$ cat src/rtl/prio_write_support_if.sv
// Write-side bundle between the upstream item source and prio_write_support.
// The slave view is the write-support block; the master view is the source/readout side.
interface prio_write_support_if #(
   parameter int unsigned ADDR_W = 6,
   parameter int unsigned DATA_W = 36
);
   logic              start;
   logic [DATA_W-1:0] din;
   logic              din_valid;
   logic              wr_en;
   logic [ADDR_W:0]   wr_addr;
   logic [DATA_W-1:0] wr_data;
   logic [ADDR_W-1:0] item_count;
   logic              count_valid;
   logic              rd_page;
   logic              overflow;

   modport master (
      output start, din, din_valid,
      input  wr_en, wr_addr, wr_data, item_count, count_valid, rd_page, overflow
   );

   modport slave (
      input  start, din, din_valid,
      output wr_en, wr_addr, wr_data, item_count, count_valid, rd_page, overflow
   );
endinterface

$ cat src/rtl/prio_write_support.sv
// Ping-pong page writer: stores each crossing's items at sequential addresses of the
// current page and, at every crossing boundary, publishes the closed page's item count,
// page select and overflow flag to the readout side.
module prio_write_support #(
   parameter int unsigned ADDR_W = 6,
   parameter int unsigned DATA_W = 36
) (
   input logic               clk,
   input logic               reset,
   prio_write_support_if.slave bus
);

   typedef enum logic {IDLE, FILL} state_t;

   localparam logic [ADDR_W-1:0] CNT_MAX = '1;

   state_t            state_q, state_d;
   logic              wr_page_q, wr_page_d;
   logic [ADDR_W-1:0] wr_cntr_q, wr_cntr_d;
   logic              ovf_sticky_q, ovf_sticky_d;
   logic              wr_en_q, wr_en_d;
   logic [ADDR_W:0]   wr_addr_q, wr_addr_d;
   logic [DATA_W-1:0] wr_data_q, wr_data_d;
   logic [ADDR_W-1:0] item_count_q, item_count_d;
   logic              count_valid_q, count_valid_d;
   logic              rd_page_q, rd_page_d;
   logic              overflow_q, overflow_d;

   logic [ADDR_W-1:0] cntr_eff;
   logic              page_eff;
   logic              accept;

   // State and datapath registers; reset overrides every input.
   always_ff @(posedge clk) begin
      if (reset) begin
         state_q       <= IDLE;
         wr_page_q     <= 1'b0;
         wr_cntr_q     <= '0;
         ovf_sticky_q  <= 1'b0;
         wr_en_q       <= 1'b0;
         wr_addr_q     <= '0;
         wr_data_q     <= '0;
         item_count_q  <= '0;
         count_valid_q <= 1'b0;
         rd_page_q     <= 1'b0;
         overflow_q    <= 1'b0;
      end else begin
         state_q       <= state_d;
         wr_page_q     <= wr_page_d;
         wr_cntr_q     <= wr_cntr_d;
         ovf_sticky_q  <= ovf_sticky_d;
         wr_en_q       <= wr_en_d;
         wr_addr_q     <= wr_addr_d;
         wr_data_q     <= wr_data_d;
         item_count_q  <= item_count_d;
         count_valid_q <= count_valid_d;
         rd_page_q     <= rd_page_d;
         overflow_q    <= overflow_d;
      end
   end

   // Next state: the first boundary opens a crossing; only reset closes it again.
   always_comb begin
      state_d = state_q;
      if (state_q == IDLE && bus.start)
         state_d = FILL;
   end

   // Outputs and datapath next values.
   always_comb begin
      wr_page_d     = wr_page_q;
      wr_cntr_d     = wr_cntr_q;
      ovf_sticky_d  = ovf_sticky_q;
      wr_en_d       = 1'b0;
      wr_addr_d     = wr_addr_q;
      wr_data_d     = wr_data_q;
      item_count_d  = item_count_q;
      count_valid_d = 1'b0;
      rd_page_d     = rd_page_q;
      overflow_d    = overflow_q;
      cntr_eff      = wr_cntr_q;
      page_eff      = wr_page_q;

      // A coincident item belongs to the new crossing, so the boundary is applied
      // first and the write below uses the post-boundary page and counter.
      if (bus.start) begin
         cntr_eff  = '0;
         wr_cntr_d = '0;
         if (state_q == FILL) begin
            item_count_d  = wr_cntr_q;
            overflow_d    = ovf_sticky_q;
            rd_page_d     = wr_page_q;
            wr_page_d     = ~wr_page_q;
            page_eff      = ~wr_page_q;
            ovf_sticky_d  = 1'b0;
            count_valid_d = 1'b1;
         end
      end

      accept = bus.din_valid && (state_q == FILL || bus.start);

      if (accept) begin
         if (cntr_eff != CNT_MAX) begin
            wr_en_d   = 1'b1;
            wr_addr_d = {page_eff, cntr_eff};
            wr_data_d = bus.din;
            wr_cntr_d = cntr_eff + ADDR_W'(1);
         end else begin
            ovf_sticky_d = 1'b1;
         end
      end
   end

   assign bus.wr_en       = wr_en_q;
   assign bus.wr_addr     = wr_addr_q;
   assign bus.wr_data     = wr_data_q;
   assign bus.item_count  = item_count_q;
   assign bus.count_valid = count_valid_q;
   assign bus.rd_page     = rd_page_q;
   assign bus.overflow    = overflow_q;

endmodule

$ cat src/flat_wrapper.sv
// flat-port wrapper written by rule: the top's interface ports become plain ports
module prio_write_support_flat 
#(
   parameter int unsigned ADDR_W = 6,
   parameter int unsigned DATA_W = 36
)
  (clk, reset, bus_start, bus_din, bus_din_valid, bus_wr_en, bus_wr_addr, bus_wr_data, bus_item_count, bus_count_valid, bus_rd_page, bus_overflow);
  prio_write_support_if #(.ADDR_W(ADDR_W), .DATA_W(DATA_W)) bus_i ();
  input logic clk;
  input logic reset;
  input wire logic [$bits(bus_i.start)-1:0] bus_start;
  input wire logic [$bits(bus_i.din)-1:0] bus_din;
  input wire logic [$bits(bus_i.din_valid)-1:0] bus_din_valid;
  output wire logic [$bits(bus_i.wr_en)-1:0] bus_wr_en;
  output wire logic [$bits(bus_i.wr_addr)-1:0] bus_wr_addr;
  output wire logic [$bits(bus_i.wr_data)-1:0] bus_wr_data;
  output wire logic [$bits(bus_i.item_count)-1:0] bus_item_count;
  output wire logic [$bits(bus_i.count_valid)-1:0] bus_count_valid;
  output wire logic [$bits(bus_i.rd_page)-1:0] bus_rd_page;
  output wire logic [$bits(bus_i.overflow)-1:0] bus_overflow;
  assign bus_i.start = bus_start;
  assign bus_i.din = bus_din;
  assign bus_i.din_valid = bus_din_valid;
  assign bus_wr_en = bus_i.wr_en;
  assign bus_wr_addr = bus_i.wr_addr;
  assign bus_wr_data = bus_i.wr_data;
  assign bus_item_count = bus_i.item_count;
  assign bus_count_valid = bus_i.count_valid;
  assign bus_rd_page = bus_i.rd_page;
  assign bus_overflow = bus_i.overflow;
  prio_write_support #(.ADDR_W(ADDR_W), .DATA_W(DATA_W)) u_core (.clk(clk), .reset(reset), .bus(bus_i));
endmodule
$ cat config.mk
export PLATFORM = sky130hd
export DESIGN_NAME = prio_write_support_flat
export DESIGN_NICKNAME = d
export VERILOG_FILES = /design/src/rtl/prio_write_support_if.sv /design/src/rtl/prio_write_support.sv /design/src/flat_wrapper.sv
export SDC_FILE = /design/constraint.sdc
export NUM_CORES = 1
export LEC_CHECK = 0
export ABC_AREA = 1
export CORE_MARGIN = 10
export CORE_UTILIZATION = 38
export DETAILED_ROUTE_END_ITERATION = 12
export HOLD_SLACK_MARGIN = 0.05
export MAX_ROUTING_LAYER = met4
export PLACE_DENSITY = 0.75
export SETUP_SLACK_MARGIN = 0.3
export SYNTH_ARGS = -nofsm -noshare
export SYNTH_HDL_FRONTEND = slang
export SYNTH_SLANG_ARGS = --single-unit
$ cat constraint.sdc
create_clock -name clk -period 1.6 [get_ports clk]
set_clock_uncertainty 0.05 [all_clocks]
set_input_delay 0.32 -clock clk [delete_from_list [all_inputs] [get_ports clk]]
set_output_delay 0.32 -clock clk [all_outputs]
set_load 0.02 [all_outputs]
======== After elaboration in Yosys (flattened, before gate mapping) ========
Index checks and enable logic that the tools add are counted.
storage, ports and cells
  input port bits ......................... 40
  bits in latches ......................... 0
  output and inout port bits .............. 53
  word-level logic and storage cells ...... 35
  memories kept ........................... 0
  RAM bits ................................ 0
  register bits ........................... 62
  memory bits (read-only) ................. 0
operators by class
  divide/modulo/power cells ............... 0
  multiply operators ...................... 0
  add/sub/neg operators ................... 1
  reduce and logical (&&, ||, !) cells .... 7
  mux-type cells .......................... 11
  $lt $le $gt $ge ......................... 0
  shift operators ......................... 0
  bitwise logic cells ..................... 4
  equal/unequal tests ..................... 1
operators with widths
  cell                                         count
  two-way mux 6 bit                            3
  two-way mux 1 bit                            8
  adder 6 x 1 -> 6 bit, second input constant  1
  != test 6 bit, second input constant         1
  inverter 1 bit                               4
  AND reduction 2 bit                          2
  OR reduction 2 bit                           2
  logical AND 1 bit                            2
  logical OR 1 bit                             1

======== Logic depth before layout (Yosys ltp) ========
  depth after elaboration ................. 4
  depth in mapped cells ................... 10
  depth with buffers taken out ............ 10

======== Least setup slack after synthesis ========
OpenSTA, ideal clock, no wires.
  kind .................................... in2reg
  from .................................... input bus_start
  to ...................................... register u_core.wr_data_q[0] (netlist: u_core.bus.wr_data[0])
  stages on the path ...................... 10
  path slack .............................. 0.017 ns
  required time ........................... 1.434 ns
  data arrival time ....................... 1.417 ns
  setup time .............................. 0.116 ns
  buffers on the path ..................... 1
  cell sequence ........................... inv_1 -> nand2_1 -> inv_1 -> ha_1 -> nand3_1 -> nor2_4 -> nor2_8 -> buf_4 -> nor2_1 -> nor2_1
between the ends
  word-level cells in the longest chain between the ends .. 3
  elaborated cells on any way between the ends .. 5
  those cells by class .................... eq/ne: 1; mux: 1; reduce/logical: 3
RTL lines
  item                                  line                       source
  start, declared                       flat_wrapper.sv:11         input wire logic [$bits(bus_i.start)-1:0] bus_start;
  two-way mux 6 bit                     prio_write_support.sv:86   if (bus.start) begin
  via u_core.cntr_eff[1]                prio_write_support.sv:29   logic [ADDR_W-1:0] cntr_eff;
  != test 6 bit                         prio_write_support.sv:103  if (cntr_eff != CNT_MAX) begin
  AND reduction 2 bit (no source line)  -
  end signal, assigned                  prio_write_support.sv:54   wr_data_q <= wr_data_d;
  end, declared                         prio_write_support.sv:23   logic [DATA_W-1:0] wr_data_q, wr_data_d;
The timed path passes the listed nets, and every way through them passes these cells.
A chain may end at the register's enable or synchronous reset.

======== Final worst setup path ========
  from .................................... register u_core.wr_cntr_q[0]
  to ...................................... register u_core.wr_data_q[1] (netlist: u_core.bus.wr_data[1])
between the ends
  word-level cells in the longest chain between the ends .. 3
RTL lines
  item                                  line                       source
  start, declared                       prio_write_support.sv:19   logic [ADDR_W-1:0] wr_cntr_q, wr_cntr_d;
  start signal, assigned                prio_write_support.sv:50   wr_cntr_q <= wr_cntr_d;
  two-way mux 6 bit                     prio_write_support.sv:86
  via u_core.cntr_eff[0]                prio_write_support.sv:29
  != test 6 bit                         prio_write_support.sv:103
  AND reduction 2 bit (no source line)  -
The timed path passes the listed nets, and every way through them passes these cells.

==> impl_metrics.env <==
export IMPL_maxCapViolations=0
export IMPL_hpwl_mm=4.82
export IMPL_placed_area_um2=3450
export IMPL_nNetsFinal=468
export IMPL_reg2regPathDepth=10
export IMPL_grt_pass1_vias=2365
export IMPL_gr_total_overflow=0
export IMPL_share_comb_of_total_power_pct=19.3
export IMPL_fmax_ghz=0.650
export IMPL_cts_buffer_depth=2
export IMPL_p_clk_share_pct=38.8
export IMPL_gp_congestion=0.910
export IMPL_final_cells=507
export IMPL_final_cell_mix="60 x nor2_1, 60 x dfxtp_1, 48 x buf_2, 46 x o21ai_0, 38 x clkdlybuf4s50_1"
export IMPL_io_pins=93
export IMPL_die_w_um=97.6
export IMPL_grt_start_max_net_pins=54
export IMPL_dr_pass1_iters=4
export IMPL_p_leak_uw=0.00177
export IMPL_cts_buffers=9
export IMPL_min_path_type="in -> reg"
export IMPL_synth_nets=334
export IMPL_grt_first_pass_wirelength_mm=12.2
export IMPL_rows=28
export IMPL_worst_slack_ns=0.0605
export IMPL_ys_seq_area_share_pct=54.2
export IMPL_antenna_found_initial=0
export IMPL_syn_inst=293
export IMPL_hold_violations=0
export IMPL_power_switching_uw=1090
export IMPL_p_per_area_nw_per_um2=1030
export IMPL_die_h_um=97.6
export IMPL_drt_iter0_drc=84
export IMPL_p_total_uw=4110
export IMPL_ys_flop_type="dfxtp_1"
export IMPL_dp_cells=464
export IMPL_yosys_warnings=0
export IMPL_cts_sinks=62
export IMPL_rrSetupSlack_ns=0.06
export IMPL_cp_required_ns=1.78
export IMPL_synthArstFlopShare_pct=0
export IMPL_design_area_um2=3980
export IMPL_yosys_area_top_type_share_pct=54.2
export IMPL_via_per_inst=4.86
export IMPL_cp_end_kind="flip-flop"
export IMPL_path_max_fanout=5
export IMPL_rsz0062_at_grt="yes"
export IMPL_worst_ir_drop_vdd_mv=0.628
export IMPL_seq_power_share_pct=41.9
export IMPL_route_detailed_wl_per_inst_um=15.9
export IMPL_crit_end="u_core.bus.wr_data[1]"
export IMPL_io_buffer_count=92
export IMPL_status="complete, no violations"
export IMPL_synth_top_area_cell="dfxtp_1"
export IMPL_fin_hold_ws_ns=0.369
export IMPL_post_route_period_util_pct=96.2
export IMPL_start_util_pct=38.9
export IMPL_path_class="reg -> reg"
export IMPL_insertion_delay_ns=0.33
export IMPL_worst_ep_arrival_time_ns=1.72
export IMPL_drv_slew=0
export IMPL_area_growth_synth_to_final_pct=73.8
export IMPL_die_area_um2=9530
export IMPL_grtUsageTotal_pct=15.9
export IMPL_fin_crit_ns=1.54
export IMPL_synth_seq_cells=62
export IMPL_diodes=0
export IMPL_cts_tree="built"
export IMPL_synth_edf_count=0
export IMPL_htree_levels=3
export IMPL_worstSetupStartpoint="u_core.wr_cntr_q[0]"
export IMPL_setup_violations=0
export IMPL_clk_pin_slew_worst_paths_ns=0.07
export IMPL_p_int_uw=3020
export IMPL_slew_headroom_pct=80.8
export IMPL_syn_cell_area_um2=2290
export IMPL_ant_nets=0
export IMPL_routed_wl_mm=8.04
export IMPL_synth_avg_cell_area_um2=7.82
export IMPL_netlist_top_cells_area="dfxtp_1 54%, nor2_1 17%, o21ai_0 10%"
export IMPL_r2r_end="u_core.bus.wr_data[1]"
export IMPL_start_kind="flip-flop"
export IMPL_cts_root_buf="clkbuf_8"
export IMPL_worst_pin_slew_ns=0.287
export IMPL_drc=0
export IMPL_pre_cts_slack_ns=-0.797
export IMPL_switching_share_pct=26.5
export IMPL_ys_types=20
export IMPL_r2r_start="u_core.wr_cntr_q[0]"
export IMPL_coreArea_um2=5890
export IMPL_num_vias=2465
export IMPL_drive_above_1_share_pct=42.4
==> power groups by stage <==
stage	combinational [uW]	clock, uW	sequential (uW)
5_1_grt	853	1700	1730
3_3_place_gp	699	0	1730
6_report	792	1600	1720
4_1_cts	732	1610	1710
3_5_place_dp	709	0	1730
2_1_floorplan	228	0	1850
==> kinds of logic (layout without fill, tap and decap cells) <==
group           count (synthesis)  in the layout  share of synthesized area (%)
compound gates                 58             58                           13.2
xor+xnor                        2              2                          0.765
fa+ha+maj                       1              1                          0.546
buf+inv                        28            164                           5.63
flops                          62             62                           54.2
simple gates                  142            145                           25.7
==> Yosys cell counts, types with 2 or more instances <==
cell	instances
nand3_1	5
nor3_1	2
clkbuf_1	6
buf_4	5
inv_1	12
buf_2	4
o21ai_0	48
xor2_1	2
nand2_1	24
nor2_8	2
nor2_1	105
dfxtp_1	62
a21oi_1	9
==> worst max-delay path: stages, from the launching register on <==
cell     delay, ns
dfxtp_2       0.34
inv_2         0.05
nor2_4        0.10
ha_4          0.15
nand3_4       0.10
nor2_4        0.15
buf_6         0.15
nor2_4        0.06
buf_6         0.14
nor2_1        0.09
nor2_1        0.05
==> metal layers <==
| layer | global-route usage [%] | routed length [um] | vias to the layer above | part of all wire, % |
|---|---|---|---|---|
| li1 | - | - | 1207 | - |
| met1 | 18.5 | 3470 | 1169 | 43 |
| met2 | 25.0 | 3950 | 80 | 49 |
| met3 | 5.83 | 522 | 9 | 6.5 |
| met4 | 4.92 | 91 | 0 | 1.1 |
| met5 | - | 0 | - | 0 |
==> layout make-up <==
type / count / area (um^2)
Fill cell: 482 / 1900
Inverter: 13 / 56.3
Timing Repair Buffer: 135 / 1100
Sequential cell: 62 / 1240
Clock buffer: 13 / 169
Multi-Input combinational cell: 206 / 1250
Tap cell: 75 / 93.8
Clock inverter: 3 / 65.1
==> what timing repair did <==
item	4_1_cts	5_1_grt
gates resized for setup	253	59
setup buffers	22	2
pin swaps	12	18
cloned	3	0
hold buffers	0	0
endpoints found under the setup margin	111	57
==> stage by stage <==
stage / utilization, % / setup TNS, ns
after global placement: 58.6 / -29.67
after floorplan: - / 0
after detailed placement: 58.6 / -32.08
after CTS: 64.4 / 0
final: 67.6 / 0
after global routing: 67.6 / -0.0115
==> worst min path at each step <==
stage / from / endpoint / slack [ns] / depth (start not counted)
detailed placement: u_core.ovf_sticky_q / u_core.ovf_sticky_q / 0.40 / 2
floorplan: u_core.ovf_sticky_q / u_core.ovf_sticky_q / 0.39 / 2
global route: bus_start / u_core.state_q / 0.40 / 4
CTS: u_core.ovf_sticky_q / u_core.ovf_sticky_q / 0.41 / 2
finish: bus_start / u_core.state_q / 0.37 / 4
global placement: u_core.bus.wr_addr[0] / u_core.bus.wr_addr[0] / 0.40 / 2
==> registers in the layout, summed over array words and instances, names as in the netlist <==
register	flops
u_core.bus.count_valid	1
u_core.bus.item_count	6
u_core.bus.overflow	1
u_core.bus.rd_page	1
u_core.bus.wr_addr	7
u_core.bus.wr_data	36
u_core.bus.wr_en	1
u_core.ovf_sticky_q	1
u_core.state_q	1
u_core.wr_cntr_q	6
u_core.wr_page_q	1
Power figures use the tool's default switching activity.
